`src/rtl/boid_frame_sched.sv`:
```
`default_nettype none
// ============================================================================
// Module   : boid_frame_sched
// Purpose  : Frame-level scheduler for the boid accelerator datapath.
//            On each frame tick it walks every boid i: reads i as the self
//            operand, streams every other boid j as a neighbour, sequences
//            the seven writeback stages and writes boid i back to memory.
// Revision : 1.0 - initial release
// ----------------------------------------------------------------------------
// Ports
//   clk        in   system clock, rising edge
//   reset      in   asynchronous reset, active low
//   start      in   frame tick, accepted only when idle
//   hold       in   memory-owner hold, honoured only at boid boundaries
//   rd_en      out  boid memory read strobe
//   rd_addr    out  boid memory read address
//   r_en_tot   out  datapath: latch self boid (data present this cycle)
//   r_en_itr   out  datapath: accumulate neighbour (data present this cycle)
//   wb_en      out  one-hot writeback stage strobes
//   mem_we     out  boid memory write strobe
//   wr_addr    out  boid memory write address
//   cur_boid   out  index of the boid being processed (0 when idle)
//   busy       out  frame in progress
//   done       out  one-cycle pulse when a frame completes
//   frame_cnt  out  completed-frame counter (wraps)
// ============================================================================
module boid_frame_sched #(
    parameter int N_BOIDS = 32
) (
    input  logic        clk,
    input  logic        reset,
    input  logic        start,
    input  logic        hold,
    output logic        rd_en,
    output logic [5:0]  rd_addr,
    output logic        r_en_tot,
    output logic        r_en_itr,
    output logic [6:0]  wb_en,
    output logic        mem_we,
    output logic [5:0]  wr_addr,
    output logic [5:0]  cur_boid,
    output logic        busy,
    output logic        done,
    output logic [15:0] frame_cnt
);

    localparam logic [5:0] LAST_IDX = 6'(N_BOIDS - 1);

    typedef enum logic [2:0] {
        S_IDLE = 3'd0,
        S_LOAD = 3'd1,
        S_ITER = 3'd2,
        S_WB   = 3'd3,
        S_DONE = 3'd4
    } state_t;

    // The state register holds the state of the cycle currently visible on
    // the outputs; every output register is loaded with the value it must
    // show in the following cycle.
    state_t      state_q, state_d;
    logic [5:0]  i_q, i_d;
    logic [5:0]  j_q, j_d;
    logic [2:0]  k_q, k_d;
    logic        rd_en_q, rd_en_d;
    logic [5:0]  rd_addr_q, rd_addr_d;
    logic        r_en_tot_q, r_en_tot_d;
    logic        r_en_itr_q, r_en_itr_d;
    logic [6:0]  wb_en_q, wb_en_d;
    logic        mem_we_q, mem_we_d;
    logic [5:0]  wr_addr_q, wr_addr_d;
    logic        busy_q, busy_d;
    logic        done_q, done_d;
    logic [15:0] frame_cnt_q, frame_cnt_d;

    // Neighbour walk helpers: the self index is skipped combinationally so
    // each boid spends exactly N_BOIDS-1 cycles issuing neighbour reads.
    logic [5:0] first_nb;
    logic [5:0] last_nb;
    logic [5:0] j_plus1;
    logic [5:0] next_nb;
    logic [5:0] i_plus1;

    assign first_nb = (i_q == 6'd0) ? 6'd1 : 6'd0;
    assign last_nb  = (i_q == LAST_IDX) ? (LAST_IDX - 6'd1) : LAST_IDX;
    assign j_plus1  = j_q + 6'd1;
    assign next_nb  = (j_plus1 == i_q) ? (j_q + 6'd2) : j_plus1;
    assign i_plus1  = i_q + 6'd1;

    always_ff @(posedge clk or negedge reset) begin
        if (!reset) begin
            state_q     <= S_IDLE;
            i_q         <= 6'd0;
            j_q         <= 6'd0;
            k_q         <= 3'd0;
            rd_en_q     <= 1'b0;
            rd_addr_q   <= 6'd0;
            r_en_tot_q  <= 1'b0;
            r_en_itr_q  <= 1'b0;
            wb_en_q     <= 7'd0;
            mem_we_q    <= 1'b0;
            wr_addr_q   <= 6'd0;
            busy_q      <= 1'b0;
            done_q      <= 1'b0;
            frame_cnt_q <= 16'd0;
        end else begin
            state_q     <= state_d;
            i_q         <= i_d;
            j_q         <= j_d;
            k_q         <= k_d;
            rd_en_q     <= rd_en_d;
            rd_addr_q   <= rd_addr_d;
            r_en_tot_q  <= r_en_tot_d;
            r_en_itr_q  <= r_en_itr_d;
            wb_en_q     <= wb_en_d;
            mem_we_q    <= mem_we_d;
            wr_addr_q   <= wr_addr_d;
            busy_q      <= busy_d;
            done_q      <= done_d;
            frame_cnt_q <= frame_cnt_d;
        end
    end

    always_comb begin
        state_d     = state_q;
        i_d         = i_q;
        j_d         = j_q;
        k_d         = k_q;
        rd_en_d     = 1'b0;
        rd_addr_d   = rd_addr_q;
        r_en_tot_d  = 1'b0;
        r_en_itr_d  = 1'b0;
        wb_en_d     = 7'd0;
        mem_we_d    = 1'b0;
        wr_addr_d   = wr_addr_q;
        busy_d      = busy_q;
        done_d      = 1'b0;
        frame_cnt_d = frame_cnt_q;

        case (state_q)
            S_IDLE: begin
                if (start) begin
                    state_d = S_LOAD;
                    i_d     = 6'd0;
                    busy_d  = 1'b1;
                    if (!hold) begin
                        rd_en_d   = 1'b1;
                        rd_addr_d = 6'd0;
                    end
                end
            end

            // A LOAD cycle either carries the self read (rd_en_q set) or is
            // a hold stall, in which case hold is re-sampled for next cycle.
            S_LOAD: begin
                if (rd_en_q) begin
                    state_d    = S_ITER;
                    j_d        = first_nb;
                    rd_en_d    = 1'b1;
                    rd_addr_d  = first_nb;
                    r_en_tot_d = 1'b1;
                end else if (!hold) begin
                    rd_en_d   = 1'b1;
                    rd_addr_d = i_q;
                end
            end

            // Each neighbour read returns one cycle later, hence r_en_itr is
            // raised for the cycle after every ITER cycle, including the
            // first WB cycle.
            S_ITER: begin
                r_en_itr_d = 1'b1;
                if (j_q == last_nb) begin
                    state_d = S_WB;
                    k_d     = 3'd0;
                    wb_en_d = 7'd1;
                end else begin
                    j_d       = next_nb;
                    rd_en_d   = 1'b1;
                    rd_addr_d = next_nb;
                end
            end

            S_WB: begin
                if (k_q != 3'd6) begin
                    k_d     = k_q + 3'd1;
                    wb_en_d = 7'd1 << k_d;
                    if (k_q == 3'd5) begin
                        mem_we_d  = 1'b1;
                        wr_addr_d = i_q;
                    end
                end else if (i_q == LAST_IDX) begin
                    state_d     = S_DONE;
                    busy_d      = 1'b0;
                    done_d      = 1'b1;
                    frame_cnt_d = frame_cnt_q + 16'd1;
                end else begin
                    state_d = S_LOAD;
                    i_d     = i_plus1;
                    if (!hold) begin
                        rd_en_d   = 1'b1;
                        rd_addr_d = i_plus1;
                    end
                end
            end

            S_DONE: begin
                state_d = S_IDLE;
                i_d     = 6'd0;
            end

            default: begin
                state_d = S_IDLE;
            end
        endcase
    end

    assign rd_en     = rd_en_q;
    assign rd_addr   = rd_addr_q;
    assign r_en_tot  = r_en_tot_q;
    assign r_en_itr  = r_en_itr_q;
    assign wb_en     = wb_en_q;
    assign mem_we    = mem_we_q;
    assign wr_addr   = wr_addr_q;
    assign cur_boid  = i_q;
    assign busy      = busy_q;
    assign done      = done_q;
    assign frame_cnt = frame_cnt_q;

endmodule
`default_nettype wire
```
`config.mk`:
```
export PLATFORM = sky130hd
export DESIGN_NAME = boid_frame_sched
export DESIGN_NICKNAME = d
export VERILOG_FILES = /design/src/rtl/boid_frame_sched.sv
export SDC_FILE = /design/constraint.sdc
export NUM_CORES = 1
export LEC_CHECK = 0
export ABC_CLOCK_PERIOD_IN_PS = 6850
export BUFFER_PORTS_ARGS = -buffer_cell sky130_fd_sc_hd__buf_2
export CAP_MARGIN = 20
export CORE_MARGIN = 8
export CORE_UTILIZATION = 61
export DETAILED_ROUTE_END_ITERATION = 8
export PLACE_DENSITY = 0.85
export REMOVE_ABC_BUFFERS = 1
export SLEW_MARGIN = 5
export SYNTH_ARGS = -nofsm -noshare
export SYNTH_HDL_FRONTEND = slang
export SYNTH_SLANG_ARGS = --single-unit
export TNS_END_PERCENT = 20
```
`constraint.sdc`:
```
create_clock -name clk -period 6.85 [get_ports clk]
set_clock_uncertainty 0.15 [all_clocks]
set_input_delay 0.685 -clock clk [delete_from_list [all_inputs] [get_ports clk]]
set_output_delay 0.685 -clock clk [all_outputs]
set_load 0.05 [all_outputs]
```
==> results.md <==
- Status: completed
- Cell Area, Synth: 3190 um^2
- # rows: 26
- FF+latch count, synth: between 50 and 60
- Crit path arrival time: 2850 ps
- I/O pins: 51
- PostCTS Resize Cnt: 0
- Comb pwr share: 47.0%
- Sw Share: 46.4%
- Gr usage total: 19.9%
- Layout cells sized above 1: 23.2%
- Reg2Reg Launch Point: j_q[2]
- Drt initial violations: 210
- Mux cell area share after synthesis: 4.20%
- Cts bufs inserted: 9
- Die ar.: 7790 um^2
- Starting Density: 62.8%
- First-pass GRT wire length: 12.0 mm
- Fin nets: 380
- Peak Freq: 360 MHz
- Vert. Die Dim: 88.3 um
- Period utilisation layout: 40.6%
- Synth Warn #: 0
- Unrepaired setup endpoints after global routing: false
- Int Pwr: 827 uW
- Min-Delay Path Class: register to register
- R2r endpoint: rd_addr[1]
- Most frequent cells in the layout: 59 x dfrtp_1, 50 x buf_2, 26 x nand2_1
- WHS Path Cells: 1
- Largest net degree at the start of global routing: 60
- Worst reg2reg path depth: 8
- Worst-Margin Slew: 726 ps
- Top Layer Used: met4
- Synth area leader: dfrtp_1
- CP Launch Type: register
- Headroom to the max-slew limit: 51.6%
- Compound-Gate Fraction of Synth Area: a little over an eighth
- Finished Core Util: around 72%
- Share of the synthesized area in the top cell type: a little under half
- Reg2Reg Setup Slack: 4070 ps
- CTS clk-pin slew, worst paths: 70 ps
- Number of global-route vias before repair: around 2.5k
- Global placement routability congestion: 0.883
- Setup TNS: 0 ps
- Worst skew pair latency: 340 ps
- Clk pwr share: 20.2%
- DR vias/cell: 5.81
- Seq/Total Area, Yosys: 46.3%
- CTS tree: done
- Min setup slack post-route: just over 4000 ps
- Synthesized instance count: 319
- Max Slew Vio Count: 0
- Total power: 1.54 mW
- Post-CTS Hold Buffers: 0
- Most common cell after layout, fill and taps aside: dfrtp_1
- Sequential power share: approximately a third
- Post-Synth Simple-Gate Area: 19.0%
- CTS H-tree lvls: 3
- Num Clock Sinks: 59
- Initial antenna violation count: 0
- HPWL after DPL: about 5.2 mm
- Post-CTS Repair Setup Buffers: 0
- Endpoints failing setup: 0
- Hold EP: frame_cnt[15]
- Worst Setup End Kind: register
- Synth Area in Adders: 4.32%
- Max cap viols: 0
- ANT cells: 0
- Final ANT Viol Nets: 0
- Worst Path Required: between 6000 and 7000 ps
- Critical path type: register to register
- Met3 routed WL: 536 um
- Synth cell types: 57
- Worst hold start: frame_cnt[15]
- Final hold vios: 0
- Area Growth Syn to Fin: 14.0%
- Metal1 wirelength: 3.03 mm
- XOR/XNOR Fraction of Synth Area: 7.42%
- Cell Pwr Density: 425 nW/um^2
- Placement Setup Slack: approximately 4100 ps
- Top_reg_cell synth: dfrtp_1
- Crit-path max FO: 11
- Routed WL: 7.31 mm
- Area contributors post-synth: dfrtp_1 46%, xnor2_1 4.9%, ha_1 4.3%, o21ai_0 3.5%, nand2_1 3.1%
- Period minus WS final: 2780 ps
- Vias: 2558
- Port bufs: 50
- Post-synth EDFFs: 0
- Core area: 5070 um^2
- NetSw: 715 uW
- Clock root buffer: clkbuf_8
- Maximum root-to-sink buffer count: 2
- Grt total ovfl: 0
- Synth async-reset ratio: 100%
- Chip width: 88.3 um
- DRC Markers: 0
- Met2 wire len: approximately 3.6 mm
- Drt wl/cell: 16.6 um
- Largest family of logic cells by synthesized area: simple AND/OR/NAND/NOR gates
- Drt first pass iters: 7
- Leakage: roughly 1.8 nW
- VDD IR-drop max: 259 uV
- Mean Syn Cell Area: 9.99 um^2
## cells by family after synthesis
logic type / after synthesis
AND/OR/NAND/NOR: 113
multiplexers: 12
adder cells (fa/ha/maj): 11
flip-flops: 59
buffers and inverters: 33
XOR/XNOR: 27
AO/OA/AOI/OAI: 64
## state kept, by name (all words and copies together), names as in the netlist, 3 cells and up
name,count
rd_addr,6
j_q,6
wr_addr,6
frame_cnt,16
cur_boid,6
k_q,3
wb_en,7
state_q,3
## through the flow
step                instances  hold WS [ps]  instance area, um^2
CTS                       440           315                 3630
global route              440           339                 3630
detailed placement        424           303                 3440
global placement          424           303                 3440
floorplan                 302           239                 3090
finish                    440           315                 3630
## worst max path at each step
| stage | start | endpoint | slack (ps) | depth (start not counted) |
|---|---|---|---|---|
| 4_1_cts | j_q[2] | rd_addr[1] | 4110 | 8 |
| 3_3_place_gp | j_q[2] | rd_addr[1] | 4290 | 8 |
| 3_5_place_dp | j_q[2] | rd_addr[1] | 4150 | 8 |
| 6_report | j_q[2] | rd_addr[1] | 4070 | 8 |
| 2_1_floorplan | cur_boid[0] | frame_cnt[14] | 4120 | 8 |
| 5_1_grt | j_q[2] | rd_addr[1] | 3930 | 8 |
## Yosys cell counts, drive strengths merged (3+ instances only)
cell type / instances
mux2: 8
a21oi: 14
xor2: 9
o31ai: 3
or2: 3
nand2b: 4
nor3: 6
nand2: 26
nand3: 19
buf: 11
nor4: 3
xnor2: 18
and3: 6
nand4: 6
o21ai: 24
dfrtp: 59
mux2i: 4
clkbuf: 6
nor2: 22
nor2b: 3
and2: 6
ha: 11
inv: 15
## worst max-delay path: stages (launching register included)
cell,delay (ps)
dfrtp_1,530
ha_1,270
nand4_1,130
xnor2_1,200
nand4_1,110
a211o_1,460
mux2i_1,200
a221o_1,320
mux2_2,280
## area by class of cell
type | instances | area (um^2)
multi-input cells | 227 | 1550
flip-flops and latches | 59 | 1480
fillers | 388 | 1440
repair buffers | 52 | 265
clock buffers | 11 | 141
well taps | 70 | 87.6
inverters | 16 | 60.1
clock inverters | 5 | 52.6
## power by group through the flow
| stage | combinational [mW] | sequential [mW] | clock, mW |
|---|---|---|---|
| final | 0.725 | 0.507 | 0.311 |
| after global routing | 0.779 | 0.518 | 0.333 |
| after CTS | 0.721 | 0.505 | 0.316 |
| after detailed placement | 0.709 | 0.510 | 0 |
| after global placement | 0.690 | 0.505 | 0 |
| after floorplan | 0.397 | 0.646 | 0 |
## per-layer routing
| layer | track usage, % | vias to the layer above |
|---|---|---|
| met5 | 0 | - |
| met3 | 4.83 | 20 |
| met2 | 32.0 | 88 |
| met1 | 23.5 | 1245 |
| li1 | - | 1205 |
| met4 | 12.3 | 0 |
(Power assumes the default switching activity.)
